### src/rtl/caxi4interconnect_id_reg_arbiter.sv
// Round-robin arbiter sharing a small read-only ID/status register bank
// between NUM_REQ requesters, returning data after a fixed latency.
module caxi4interconnect_id_reg_arbiter #(
    parameter int NUM_REQ    = 4,
    parameter int RD_LATENCY = 2
) (
    input  logic                 ACLK,
    input  logic                 ARESET,
    input  logic [31:0]          DEV_REVISION,
    input  logic [NUM_REQ-1:0]   REQ_VALID,
    input  logic [3*NUM_REQ-1:0] REQ_ADDR,
    output logic [NUM_REQ-1:0]   REQ_READY,
    output logic [NUM_REQ-1:0]   RSP_VALID,
    input  logic [NUM_REQ-1:0]   RSP_READY,
    output logic [31:0]          RSP_DATA,
    output logic                 RSP_ERR
);
    typedef enum logic [1:0] {IDLE, WAIT, RESP} state_t;

    state_t             state_q, state_d;
    logic [2:0]         ptr_q, ptr_d;
    logic [2:0]         gnt_q, gnt_d;
    logic [2:0]         addr_q, addr_d;
    logic [2:0]         last_grant_q, last_grant_d;
    logic [3:0]         lat_q, lat_d;
    logic [31:0]        served_q, served_d;
    logic [15:0]        err_cnt_q, err_cnt_d;
    logic [31:0]        data_q, data_d;
    logic               err_q, err_d;
    logic [NUM_REQ-1:0] rsp_valid_q, rsp_valid_d;

    logic [7:0]         vld8;
    logic [7:0]         rsp_rdy8;
    logic [23:0]        addr24;
    logic [4:0]         addr_sel;
    logic               found;
    logic [2:0]         winner;
    logic [31:0]        rd_data;
    logic               rd_err;

    assign vld8     = 8'(REQ_VALID);
    assign rsp_rdy8 = 8'(RSP_READY);
    assign addr24   = 24'(REQ_ADDR);
    assign addr_sel = 5'(winner) * 5'd3;

    // First requesting index at or above the pointer, wrapping modulo NUM_REQ.
    always_comb begin
        logic [3:0] idx;
        found  = 1'b0;
        winner = 3'd0;
        idx    = 4'd0;
        for (int k = 0; k < NUM_REQ; k++) begin
            idx = 4'(ptr_q) + 4'(k);
            if (idx >= 4'(NUM_REQ)) idx = idx - 4'(NUM_REQ);
            if (!found && vld8[idx[2:0]]) begin
                found  = 1'b1;
                winner = idx[2:0];
            end
        end
    end

    assign REQ_READY = (state_q == IDLE && found && !ARESET) ? NUM_REQ'(8'h01 << winner) : '0;

    always_comb begin
        rd_data = 32'h0;
        rd_err  = 1'b0;
        case (addr_q)
            3'd0:    rd_data = DEV_REVISION;
            3'd1:    rd_data = {16'h0, 8'(NUM_REQ), 4'h0, 4'(RD_LATENCY)};
            3'd2:    rd_data = served_q;
            3'd3:    rd_data = {err_cnt_q, 8'h00, 5'b0, last_grant_q};
            default: rd_err  = 1'b1;
        endcase
    end

    always_comb begin
        state_d      = state_q;
        ptr_d        = ptr_q;
        gnt_d        = gnt_q;
        addr_d       = addr_q;
        last_grant_d = last_grant_q;
        lat_d        = lat_q;
        served_d     = served_q;
        err_cnt_d    = err_cnt_q;
        data_d       = data_q;
        err_d        = err_q;
        rsp_valid_d  = rsp_valid_q;
        case (state_q)
            IDLE: begin
                if (found) begin
                    gnt_d        = winner;
                    addr_d       = addr24[addr_sel +: 3];
                    last_grant_d = winner;
                    ptr_d        = (winner == 3'(NUM_REQ - 1)) ? 3'd0 : winner + 3'd1;
                    lat_d        = 4'(RD_LATENCY - 1);
                    state_d      = WAIT;
                end
            end
            WAIT: begin
                // Counters are sampled here, so an addr-2 read sees the pre-transaction count.
                if (lat_q == 4'd0) begin
                    state_d     = RESP;
                    data_d      = rd_data;
                    err_d       = rd_err;
                    rsp_valid_d = NUM_REQ'(8'h01 << gnt_q);
                end else begin
                    lat_d = lat_q - 4'd1;
                end
            end
            RESP: begin
                if (rsp_rdy8[gnt_q]) begin
                    served_d = served_q + 32'd1;
                    if (err_q && err_cnt_q != 16'hFFFF) err_cnt_d = err_cnt_q + 16'd1;
                    state_d     = IDLE;
                    rsp_valid_d = '0;
                    data_d      = 32'h0;
                    err_d       = 1'b0;
                end
            end
            default: state_d = IDLE;
        endcase
    end

    always_ff @(posedge ACLK) begin
        if (ARESET) begin
            state_q      <= IDLE;
            ptr_q        <= 3'd0;
            last_grant_q <= 3'd0;
            lat_q        <= 4'd0;
            served_q     <= 32'h0;
            err_cnt_q    <= 16'h0;
            data_q       <= 32'h0;
            err_q        <= 1'b0;
            rsp_valid_q  <= '0;
        end else begin
            state_q      <= state_d;
            ptr_q        <= ptr_d;
            last_grant_q <= last_grant_d;
            lat_q        <= lat_d;
            served_q     <= served_d;
            err_cnt_q    <= err_cnt_d;
            data_q       <= data_d;
            err_q        <= err_d;
            rsp_valid_q  <= rsp_valid_d;
            gnt_q        <= gnt_d;
            addr_q       <= addr_d;
        end
    end

    assign RSP_VALID = rsp_valid_q;
    assign RSP_DATA  = data_q;
    assign RSP_ERR   = err_q;

endmodule

### config.mk
export PLATFORM = sky130hd
export DESIGN_NAME = caxi4interconnect_id_reg_arbiter
export DESIGN_NICKNAME = d
export VERILOG_FILES = /design/src/rtl/caxi4interconnect_id_reg_arbiter.sv
export SDC_FILE = /design/constraint.sdc
export NUM_CORES = 1
export LEC_CHECK = 0
export BUFFER_PORTS_ARGS = -buffer_cell sky130_fd_sc_hd__buf_4
export CORE_ASPECT_RATIO = 0.8
export CORE_UTILIZATION = 45
export DETAILED_ROUTE_END_ITERATION = 10
export HOLD_SLACK_MARGIN = 0.05
export PLACE_DENSITY = 0.77
export SLEW_MARGIN = 20
export SYNTH_ARGS = -nofsm -noshare
export SYNTH_HDL_FRONTEND = slang
export SYNTH_SLANG_ARGS = --single-unit
### constraint.sdc
create_clock -name ACLK -period 8.8 [get_ports ACLK]
set_input_delay 0.44 -clock ACLK [delete_from_list [all_inputs] [get_ports ACLK]]
set_output_delay 0.44 -clock ACLK [all_outputs]
set_load 0.005 [all_outputs]
==> results of run 1 <==
-- layer usage --
metal / vias up / global-route usage (%) / part of all wire (%)
met2: 149 / 34.3 / 45
met5: - / 0 / 0
met4: 0 / 5.22 / 1.3
met3: 19 / 6.51 / 6.7
met1: 2098 / 28.9 / 47
li1: 2251 / - / -
-- worst max-delay path, delay by kind of cell (launching register included) --
| family | cells | cell delay (ns) |
|---|---|---|
| multiplexers | 1 | 0.23 |
| adder cells (fa/ha/maj) | 1 | 0.49 |
| AND/OR/NAND/NOR | 4 | 1.55 |
| buffers and inverters | 2 | 0.39 |
| flip-flops | 1 | 0.53 |
| AO/OA/AOI/OAI | 1 | 0.19 |
-- how the worst min path moves through the flow --
stage                       from      endpoint  slack, ns  cells after the start
CTS                 RSP_VALID[3]  RSP_VALID[3]       0.47                      2
global route        REQ_ADDR[11]     addr_q[2]       0.50                      3
floorplan           RSP_VALID[3]  RSP_VALID[3]       0.45                      2
detailed placement  RSP_VALID[3]  RSP_VALID[3]       0.45                      2
global placement    RSP_VALID[3]  RSP_VALID[3]       0.45                      2
finish              REQ_ADDR[11]     addr_q[2]       0.47                      3
-- Yosys cell counts, types with 2 or more instances --
cell type	count
and2_1	7
nand2b_1	2
xor2_1	18
ha_1	9
buf_2	5
nor3_1	49
o22a_1	2
nand3_1	17
mux2i_1	28
a211oi_1	2
o21ai_0	15
clkbuf_1	26
nand4_1	14
nor2b_1	5
dfxtp_1	97
and3_1	6
or3_1	13
inv_1	13
mux2_2	20
a21oi_1	54
edfxtp_1	6
a22oi_1	18
and4_1	5
buf_6	2
xnor2_1	19
nor4_1	3
nand2_1	30
nor2_1	83
nor3b_1	2
mux4_2	2
-- placed cells by master (no fill, tap or decap), types with 9 or more instances in the layout --
cell       Yosys  final
a22oi_1       18     18
nand4_1       14     14
clkbuf_16      0      9
mux2_2        20     20
nand2_1       30     30
inv_1         13     13
xnor2_1       19     19
xor2_1        18     18
nor2_1        83     83
or3_1         13     13
nor3_1        49     49
mux2i_1       28     28
o21ai_0       15     15
dfxtp_1       97     97
buf_4          0     99
a21oi_1       54     53
ha_1           9      9
nand3_1       17     17
-- area by class of cell --
type	count	area (um2)	share of cell area, %
clock buffers	16	282	4.54
inverters	14	52.6	0.848
multi-input cells	441	2820	45.5
flip-flops and latches	103	2120	34.2
well taps	144	180	2.91
repair buffers	99	743	12.0
-- through the flow --
stage	util (%)	hold WS [ns]	std cells	power (mW)
floorplan	-	0.448	591	0.929
global placement	53.9	0.450	801	1.04
detailed placement	53.9	0.451	801	1.06
CTS	56.5	0.469	817	1.44
global route	56.5	0.497	817	1.52
finish	56.5	0.468	817	1.44
-- power by group through the flow --
stage / Combinational (mW) / Sequential [mW] / Clock, mW
floorplan: 0.378 / 0.552 / 0
global placement: 0.478 / 0.561 / 0
detailed placement: 0.496 / 0.562 / 0
CTS: 0.501 / 0.553 / 0.387
global route: 0.550 / 0.558 / 0.411
finish: 0.499 / 0.553 / 0.384
-- registers in the layout, indices dropped and copies added (netlist names) --
| register | cells |
|---|---|
| ptr_q | 3 |
| RSP_DATA | 32 |
| lat_q | 4 |
| state_q | 2 |
| gnt_q | 3 |
| served_q | 32 |
| addr_q | 3 |
| RSP_VALID | 4 |
| err_cnt_q | 16 |
| RSP_ERR | 1 |
| last_grant_q | 3 |
-- kinds of logic (layout without fill, tap and decap cells) --
| family | after synthesis | after routing |
|---|---|---|
| compound gates | 99 | 99 |
| mux | 51 | 51 |
| xor+xnor | 37 | 37 |
| simple gates | 244 | 244 |
| flops | 103 | 103 |
| other cells | 1 | 1 |
| fa+ha+maj | 9 | 9 |
| buf+inv | 47 | 129 |
==> impl_metrics.json, run 1 <==
{
  "clock_skew_ns": 0.00770,
  "grt_pass1_vias": 4246,
  "io_buffers": 94,
  "vias": 4517,
  "wl_per_cell_um": 15.2,
  "area_growth_pct": 20.9,
  "startpoint_type": "flip-flop",
  "dr.pass1.iters": 5,
  "clock_sinks": 103,
  "maxCapViolations": 0,
  "diodes": 0,
  "crit_path_max_incr_delay_ns": 0.64,
  "clockBufferDepth": 2,
  "period_share_pct": 47.3,
  "slew_headroom_pct": 25.7,
  "io_pins": 95,
  "cts_hold_buffers": 0,
  "cts_setup_buffers": 0,
  "design_area_mm2": 0.00620,
  "required_ns": 8.36,
  "die_area_mm2": 0.0118,
  "outcome": "finished, final reports clean",
  "die_y_um": 97.5,
  "path_cells": "clkinv_1 -> ha_1 -> mux4_2 -> o31a_1 -> or4_4 -> nor3b_4 -> nor2b_1 -> and2_1 -> buf_4",
  "r2r_cells": 7,
  "synth.area.top_cells": "dfxtp_1 (38%), nor2_1 (6.1%), mux2i_1 (5.5%)",
  "arrival_ns": 3.72,
  "power.net_switching_mw": 0.500,
  "r2r-start": "ptr_q[0]",
  "drt_iter0_drc": 237,
  "synth_top_family_by_area": "simple AND/OR/NAND/NOR gates",
  "crit_start": "ptr_q[0]",
  "synth.top_cell.area_share_pct": 37.9,
  "viasPerCell": 5.53,
  "synth.largest_area_cell": "dfxtp_1",
  "synth_flop_cell": "dfxtp_1",
  "nets": 731,
  "initial_utilization_pct": 46.7,
  "reg2reg_to": "gnt_q[2]",
  "fmax_mhz": 240,
  "postRouteAntennaNets": 0,
  "cp-endpoint": "REQ_READY[3]",
  "syn-cell-area_mm2": 0.00512,
  "path_clk_slew_ns": 0.06,
  "drive_gt1_share_pct": 21.2,
  "synth_enable_flop_cells": 6,
  "gp_congestion": 0.813,
  "cts_root_buf": "clkbuf_16",
  "clock_latency_ns": 0.35,
  "syn_inst": 591,
  "antenna_found_initial": 0,
  "tns_ns": 0,
  "cp_slowest_cell": "nor2b_1",
  "worst_slack_ns": 4.64,
  "drcViolationCount": 0,
  "timing.final.hold_violations": 0,
  "grt_max_degree": 74,
  "ys_ff_latch": 103,
  "yosys_warnings": 0,
  "slew_violations": 0,
  "dp_slack_ns": 5.01,
  "peakVddDrop_v": 0.000187,
  "pwr-share-seq_pct": 38.5,
  "clkPwrFrac_pct": 26.7,
  "cellPowerDensity_mw_per_mm2": 232,
  "p_leak_nw": 2.40,
  "syn_nets": 654,
  "post-dp-hpwl_um": 8510,
  "worstHoldPathType": "in2reg",
  "crit_type": "reg2out",
  "synth-compound-area-share_pct": 11.6,
  "cts_tree": "built",
  "power.internal_mw": 0.936,
  "fillCellCount": 979,
  "ctsResizeCount": 0,
  "reg2reg_slack_ns": 5.39,
  "synth-adder-area-share_pct": 2.20,
  "grt_first_pass_wirelength_um": 20600,
  "setup_viol": 0,
  "rsz0062_at_grt": "false",
  "comb_power_share_pct": 34.8,
  "wl_um": 12400,
  "synth_cell_types": 49,
  "rows": 34,
  "seq_area_frac_synth_pct": 41.4,
  "core_mm2": 0.0110,
  "path_max_fanout": 14,
  "switching_share_pct": 34.8,
  "fin_crit_ns": 4.16,
  "htree_levels": 3,
  "synth-xor-area-share_pct": 6.32,
  "gr-total-overflow": 0,
  "tightest_slew_ns": 1.11,
  "cts_buffers": 9,
  "async_reset_ff_share_pct": 0,
  "track_usage_pct": 21.7,
  "muxShareOfSynthArea_pct": 11.0,
  "avgSynthCellArea_um2": 8.67,
  "synth_simple_gate_area_share_pct": 23.5,
  "fp.dieW_um": 121,
  "end_kind": "primary output",
  "placed_cell_area_mm2": 0.00591
}
Power figures use the tool's default switching activity.
==> run 2, diff against run 1 <==
--- a/config.mk
+++ b/config.mk
@@ -5,12 +5,13 @@
 export SDC_FILE = /design/constraint.sdc
 export NUM_CORES = 1
 export LEC_CHECK = 0
+export ABC_AREA = 1
 export BUFFER_PORTS_ARGS = -buffer_cell sky130_fd_sc_hd__buf_4
 export CORE_ASPECT_RATIO = 0.8
 export CORE_UTILIZATION = 45
 export DETAILED_ROUTE_END_ITERATION = 10
 export HOLD_SLACK_MARGIN = 0.05
-export PLACE_DENSITY = 0.77
+export PLACE_DENSITY = 0.78
 export SLEW_MARGIN = 20
 export SYNTH_ARGS = -nofsm -noshare
 export SYNTH_HDL_FRONTEND = slang
==> constraint.sdc (replaced) <==
create_clock -name ACLK -period 3.8 [get_ports ACLK]
set_input_delay 0.19 -clock ACLK [delete_from_list [all_inputs] [get_ports ACLK]]
set_output_delay 0.19 -clock ACLK [all_outputs]
set_load 0.005 [all_outputs]
==> impl_metrics.json, run 2 <==
{
  "rows": 36,
  "path_buf_inv": 6,
  "tightest_slew_ns": 0.995,
  "fin_crit_ns": 2.92,
  "cts_setup_buffers": 0,
  "clock_sinks": 103,
  "initial_utilization_pct": 47.2,
  "synth.top_cell.area_share_pct": 33.0,
  "arrival_ns": 2.73,
  "path_clk_slew_ns": 0.07,
  "htree_levels": 3,
  "diodes": 0,
  "slew_headroom_pct": 33.6,
  "setup_viol": 0,
  "startpoint_type": "flip-flop",
  "cts_root_buf": "clkbuf_16",
  "crit_start": "ptr_q[0]",
  "path_common_cell": "inv_1",
  "fp.dieW_um": 130,
  "drcViolationCount": 0,
  "final_common_cell": "nand2_1",
  "postRouteAntennaNets": 0,
  "clock_latency_ns": 0.35,
  "crit_path_max_incr_delay_ns": 0.54,
  "synth_cell_types": 42,
  "period_share_pct": 76.8,
  "post-dp-hpwl_um": 12100,
  "cts_buffers": 9,
  "final_cell_mix": "nand2_1 (192), nor2_1 (115), buf_4 (98), dfxtp_1 (97), inv_1 (85)",
  "cellPowerDensity_mw_per_mm2": 661,
  "die_area_mm2": 0.0135,
  "area_growth_pct": 18.5,
  "cts_hold_buffers": 0,
  "synth.area.top_cells": "dfxtp_1 (33%), nand2_1 (12%), nor2_1 (7.3%)",
  "avgSynthCellArea_um2": 6.75,
  "clock_skew_ns": 0.00874,
  "io_buffers": 94,
  "fmax_mhz": 343,
  "crit_type": "reg2out",
  "gr-total-overflow": 0,
  "drt_iter0_drc": 493,
  "path_max_fanout": 9,
  "power_mw": 4.61,
  "tns_ns": 0,
  "seq_area_frac_synth_pct": 36.0,
  "clockBufferDepth": 2,
  "vias": 5958,
  "syn_inst": 872,
  "end_kind": "primary output",
  "peakVddDrop_v": 0.000392,
  "async_reset_ff_share_pct": 0,
  "outcome": "finished, final reports clean",
  "r2r-start": "ptr_q[0]",
  "syn_nets": 935,
  "cp_top_family": "simple AND/OR/NAND/NOR gates",
  "worstHoldPathType": "in2reg",
  "cts_tree": "built",
  "rsz0062_at_grt": "false",
  "synth_enable_flop_cells": 6,
  "drive_gt1_share_pct": 16.3,
  "worst_slack_ns": 0.882,
  "syn-cell-area_mm2": 0.00589,
  "min_from": "DEV_REVISION[23]",
  "timing.final.hold_violations": 0,
  "p_leak_nw": 2.85,
  "dp_slack_ns": 1.27,
  "core_mm2": 0.0125,
  "nets": 1009,
  "synth.largest_area_cell": "dfxtp_1",
  "gp_congestion": 0.989,
  "antenna_found_initial": 0,
  "track_usage_pct": 24.6,
  "wl_um": 16400,
  "maxCapViolations": 0,
  "grt_pass1_vias": 5333,
  "grt_max_degree": 40,
  "yosysMostFrequentCell": "nand2_1",
  "synthTopCellsByCount": "nand2_1 (192), nor2_1 (115), dfxtp_1 (97), inv_1 (85), a21oi_1 (78)",
  "ys_ff_latch": 103,
  "dr.pass1.iters": 5,
  "slew_violations": 0,
  "path_cells": "inv_4 -> ha_1 -> inv_1 -> nand3_1 -> inv_1 -> nor2_4 -> nor2_4 -> nand3b_4 -> nand2_4 -> inv_1 -> ha_1 -> inv_1 -> nor2_1 -> buf_4",
  "grt_first_pass_wirelength_um": 26400,
  "required_ns": 3.61,
  "ctsResizeCount": 0,
  "io_pins": 95,
  "synth_flop_cell": "dfxtp_1",
  "yosys_warnings": 0,
  "wl_per_cell_um": 14.6,
  "cp_slowest_cell": "dfxtp_1",
  "die_y_um": 104,
  "viasPerCell": 5.31
}
run 2: cell count changes in the layout (fill, tap and decap cells not counted), sizes merged, moves of 21 or more:
cell,before,now
a21oi,54,78
inv,13,99
mux2,21,0
mux2i,28,0
nand2,30,202
nand3,17,56
nor2,84,125
o21ai,15,65
run 2: routing by layer:
| metal | part of all wire [%] | vias to the layer above | track usage, % |
|---|---|---|---|
| li1 | - | 2993 | - |
| met1 | 47 | 2693 | 35.4 |
| met2 | 44 | 252 | 37.9 |
| met3 | 8.3 | 20 | 4.89 |
| met4 | 0.93 | 0 | 4.90 |
| met5 | 0 | - | 0 |
run 2: layout make-up:
type,instances,area (um2)
tap,171,214
multi-input combinational,637,3230
sequential,103,2120
inverter,97,367
fill,1247,5500
clock inverter,7,80.1
timing repair buffer,98,736
clock buffer,9,225
run 2: final timing paths:
check        slack [ns]               to  cells after the start
min reg2reg        0.45  last_grant_q[2]                      2
min                0.18     RSP_DATA[23]                      5
max                0.88     REQ_READY[3]                     14
max reg2reg        1.29         ptr_q[1]                     13
run 2: report_power, final:
part / switching [mW] / internal [mW]
clock: 0.438 / 0.518
combinational: 1.30 / 0.793
sequential: 0.173 / 1.39
run 2: tightest hold or removal path, cell delays in order:
cell and delay, ns:
buf_4 0.08, nand2_1 0.04, nand3_1 0.06, a21oi_1 0.06, nor2_1 0.07
run 2: through the flow:
| stage | hold slack, ns | instance area (um2) | util (%) | cells |
|---|---|---|---|---|
| after floorplan | 0.416 | 5890 | - | 872 |
| after global placement | 0.430 | 6670 | 53.5 | 1106 |
| after detailed placement | 0.442 | 6670 | 53.5 | 1106 |
| after CTS | 0.181 | 6980 | 55.9 | 1122 |
| after global routing | 0.189 | 6980 | 55.9 | 1122 |
| final | 0.182 | 6980 | 55.9 | 1122 |
run 2: cell families after synthesis:
logic type / synth area share (%)
xor+xnor: 4.02
simple gates: 33.7
flops: 36.0
other cells: 0.0637
fa+ha+maj: 1.91
buf+inv: 9.07
compound gates: 15.2
==> run 3, diff against run 2 <==
--- a/config.mk
+++ b/config.mk
@@ -5,13 +5,13 @@
 export SDC_FILE = /design/constraint.sdc
 export NUM_CORES = 1
 export LEC_CHECK = 0
-export ABC_AREA = 1
+export ABC_AREA = 0
 export BUFFER_PORTS_ARGS = -buffer_cell sky130_fd_sc_hd__buf_4
 export CORE_ASPECT_RATIO = 0.8
 export CORE_UTILIZATION = 45
 export DETAILED_ROUTE_END_ITERATION = 10
 export HOLD_SLACK_MARGIN = 0.05
-export PLACE_DENSITY = 0.78
+export PLACE_DENSITY = 0.79
 export SLEW_MARGIN = 20
 export SYNTH_ARGS = -nofsm -noshare
 export SYNTH_HDL_FRONTEND = slang
==> constraint.sdc (replaced) <==
create_clock -name ACLK -period 2.5 [get_ports ACLK]
set_input_delay 0.125 -clock ACLK [delete_from_list [all_inputs] [get_ports ACLK]]
set_output_delay 0.125 -clock ACLK [all_outputs]
set_load 0.005 [all_outputs]
==> impl_metrics.json, run 3 (synthesis gave the netlist of run 1 again) <==
{
  "cts_root_buf": "clkbuf_16",
  "nets": 762,
  "design_area_mm2": 0.00660,
  "htree_levels": 3,
  "maxCapViolations": 0,
  "post-dp-hpwl_um": 9160,
  "clock_skew_ns": 0.00581,
  "timing.final.hold_violations": 0,
  "diodes": 0,
  "slew_headroom_pct": 48.9,
  "period_share_pct": 112,
  "core_mm2": 0.0110,
  "tightest_slew_ns": 0.766,
  "viasPerCell": 5.54,
  "reg2reg_slack_ns": -0.02,
  "slew_violations": 0,
  "fillCellCount": 926,
  "path_max_fanout": 5,
  "fin_cells": 847,
  "place_inst": 823,
  "path_clk_slew_ns": 0.07,
  "dp_slack_ns": -0.0343,
  "end_kind": "primary output",
  "drcViolationCount": 0,
  "placed_cell_area_mm2": 0.00616,
  "gr-total-overflow": 0,
  "hold_end": "addr_q[1]",
  "cellPowerDensity_mw_per_mm2": 869,
  "worstHoldPathType": "in2reg",
  "antenna_found_initial": 0,
  "reg2reg_to": "last_grant_q[0]",
  "wl_per_cell_um": 15.5,
  "setup_viol": 7,
  "outcome": "finished with violations",
  "crit_type": "reg2out",
  "cts_tree": "built",
  "fp.dieW_um": 121,
  "required_ns": 2.38,
  "io_buffers": 94,
  "worst_slack_ns": -0.305,
  "final_cell_mix": "buf_4 (118), dfxtp_1 (95), nor2_1 (81), a21oi_1 (52), nor3_1 (48)",
  "crit_start": "ptr_q[0]",
  "failed_checks": "setup timing",
  "rsz0062_at_grt": "true",
  "io_pins": 95,
  "cts_buffers": 9,
  "fmax_mhz": 357,
  "final_util_pct": 60.2,
  "grt_pass1_vias": 4668,
  "clock_sinks": 103,
  "fin_crit_ns": 2.80,
  "clock_latency_ns": 0.34,
  "clockBufferDepth": 2,
  "track_usage_pct": 23.2,
  "startpoint_type": "flip-flop",
  "min_from": "REQ_ADDR[10]",
  "drt_iter0_drc": 291,
  "min_path_cells": 3,
  "p_leak_nw": 2.60,
  "arrival_ns": 2.68,
  "area_growth_pct": 28.9,
  "die_area_mm2": 0.0118,
  "initial_utilization_pct": 46.7,
  "drive_gt1_share_pct": 28.0,
  "gp_congestion": 0.857,
  "die_y_um": 97.5,
  "r2r_cells": 10,
  "final_common_cell": "buf_4",
  "grt_max_degree": 56,
  "r2r-start": "ptr_q[0]",
  "grt_first_pass_wirelength_um": 22000,
  "dr.pass1.iters": 6,
  "peakVddDrop_v": 0.000651,
  "postRouteAntennaNets": 0,
  "rows": 34,
  "wl_um": 13100,
  "vias": 4690
}
==> run 3: cell types whose count changed in the layout (fill, tap and decap cells not counted), moves of 28 or more <==
cell     previous run  this run
nand2_1           192        29
inv_1              85        11
o21ai_0            55        15
nand3_1            53        17
nor2_1            115        81
mux2i_1             0        28
==> run 3: area by class of cell <==
class	instances	area, um2	share of cell area, %
clock buffer	12	246	3.73
sequential	103	2130	32.2
tap	144	180	2.73
multi-input combinational	441	2920	44.2
clock inverter	3	20.0	0.303
timing repair buffer	130	1050	15.9
inverter	14	60.1	0.909
==> run 3: layer usage <==
layer | vias to the layer above | routed length, um | track usage [%]
met5 | - | 0 | 0
met4 | 0 | 93 | 5.70
met3 | 8 | 926 | 6.40
met2 | 158 | 6200 | 38.1
met1 | 2212 | 5900 | 29.9
li1 | 2312 | - | -
==> run 3: where the power goes <==
part / switching, mW / total (mW) / leakage, nW / internal [mW]
combinational: 1.23 / 2.45 / 1.63 / 1.22
clock: 0.594 / 1.29 / 0.125 / 0.696
sequential: 0.168 / 2.00 / 0.841 / 1.83
==> run 3: critical path, cell delays in order, from the launching register on <==
cell      delay, ns
dfxtp_4        0.37
clkinv_4       0.06
ha_4           0.30
mux2_4         0.31
and2_4         0.15
or4_4          0.55
nor3b_4        0.18
nor2b_4        0.14
and2_4         0.17
buf_6          0.11
==> run 3: worst max-delay path by stage <==
stage	to	slack, ns	cells after the start
after floorplan	ptr_q[1]	-0.06	12
after global routing	REQ_READY[2]	-0.38	10
final	REQ_READY[0]	-0.30	9
after detailed placement	REQ_READY[3]	-0.03	9
after CTS	REQ_READY[3]	-0.30	9
after global placement	REQ_READY[3]	0.009	9
==> run 3: metrics by stage <==
stage	setup TNS [ns]	hold WS [ns]	power (mW)
detailed placement	-0.291	0.450	4.07
global placement	0	0.452	3.99
floorplan	-0.293	0.391	3.40
CTS	-2.25	0.144	5.68
global route	-2.10	0.163	6.05
finish	-1.24	0.148	5.74
==> run 3: repair_timing <==
action | in CTS | in global routing
gates cloned | 1 | 0
hold buffers | 0 | 0
buffers inserted | 7 | 2
hold endpoints to repair | 0 | 0
pin swaps | 9 | 2
gates resized for setup | 17 | 9
setup endpoints to repair | 12 | 36
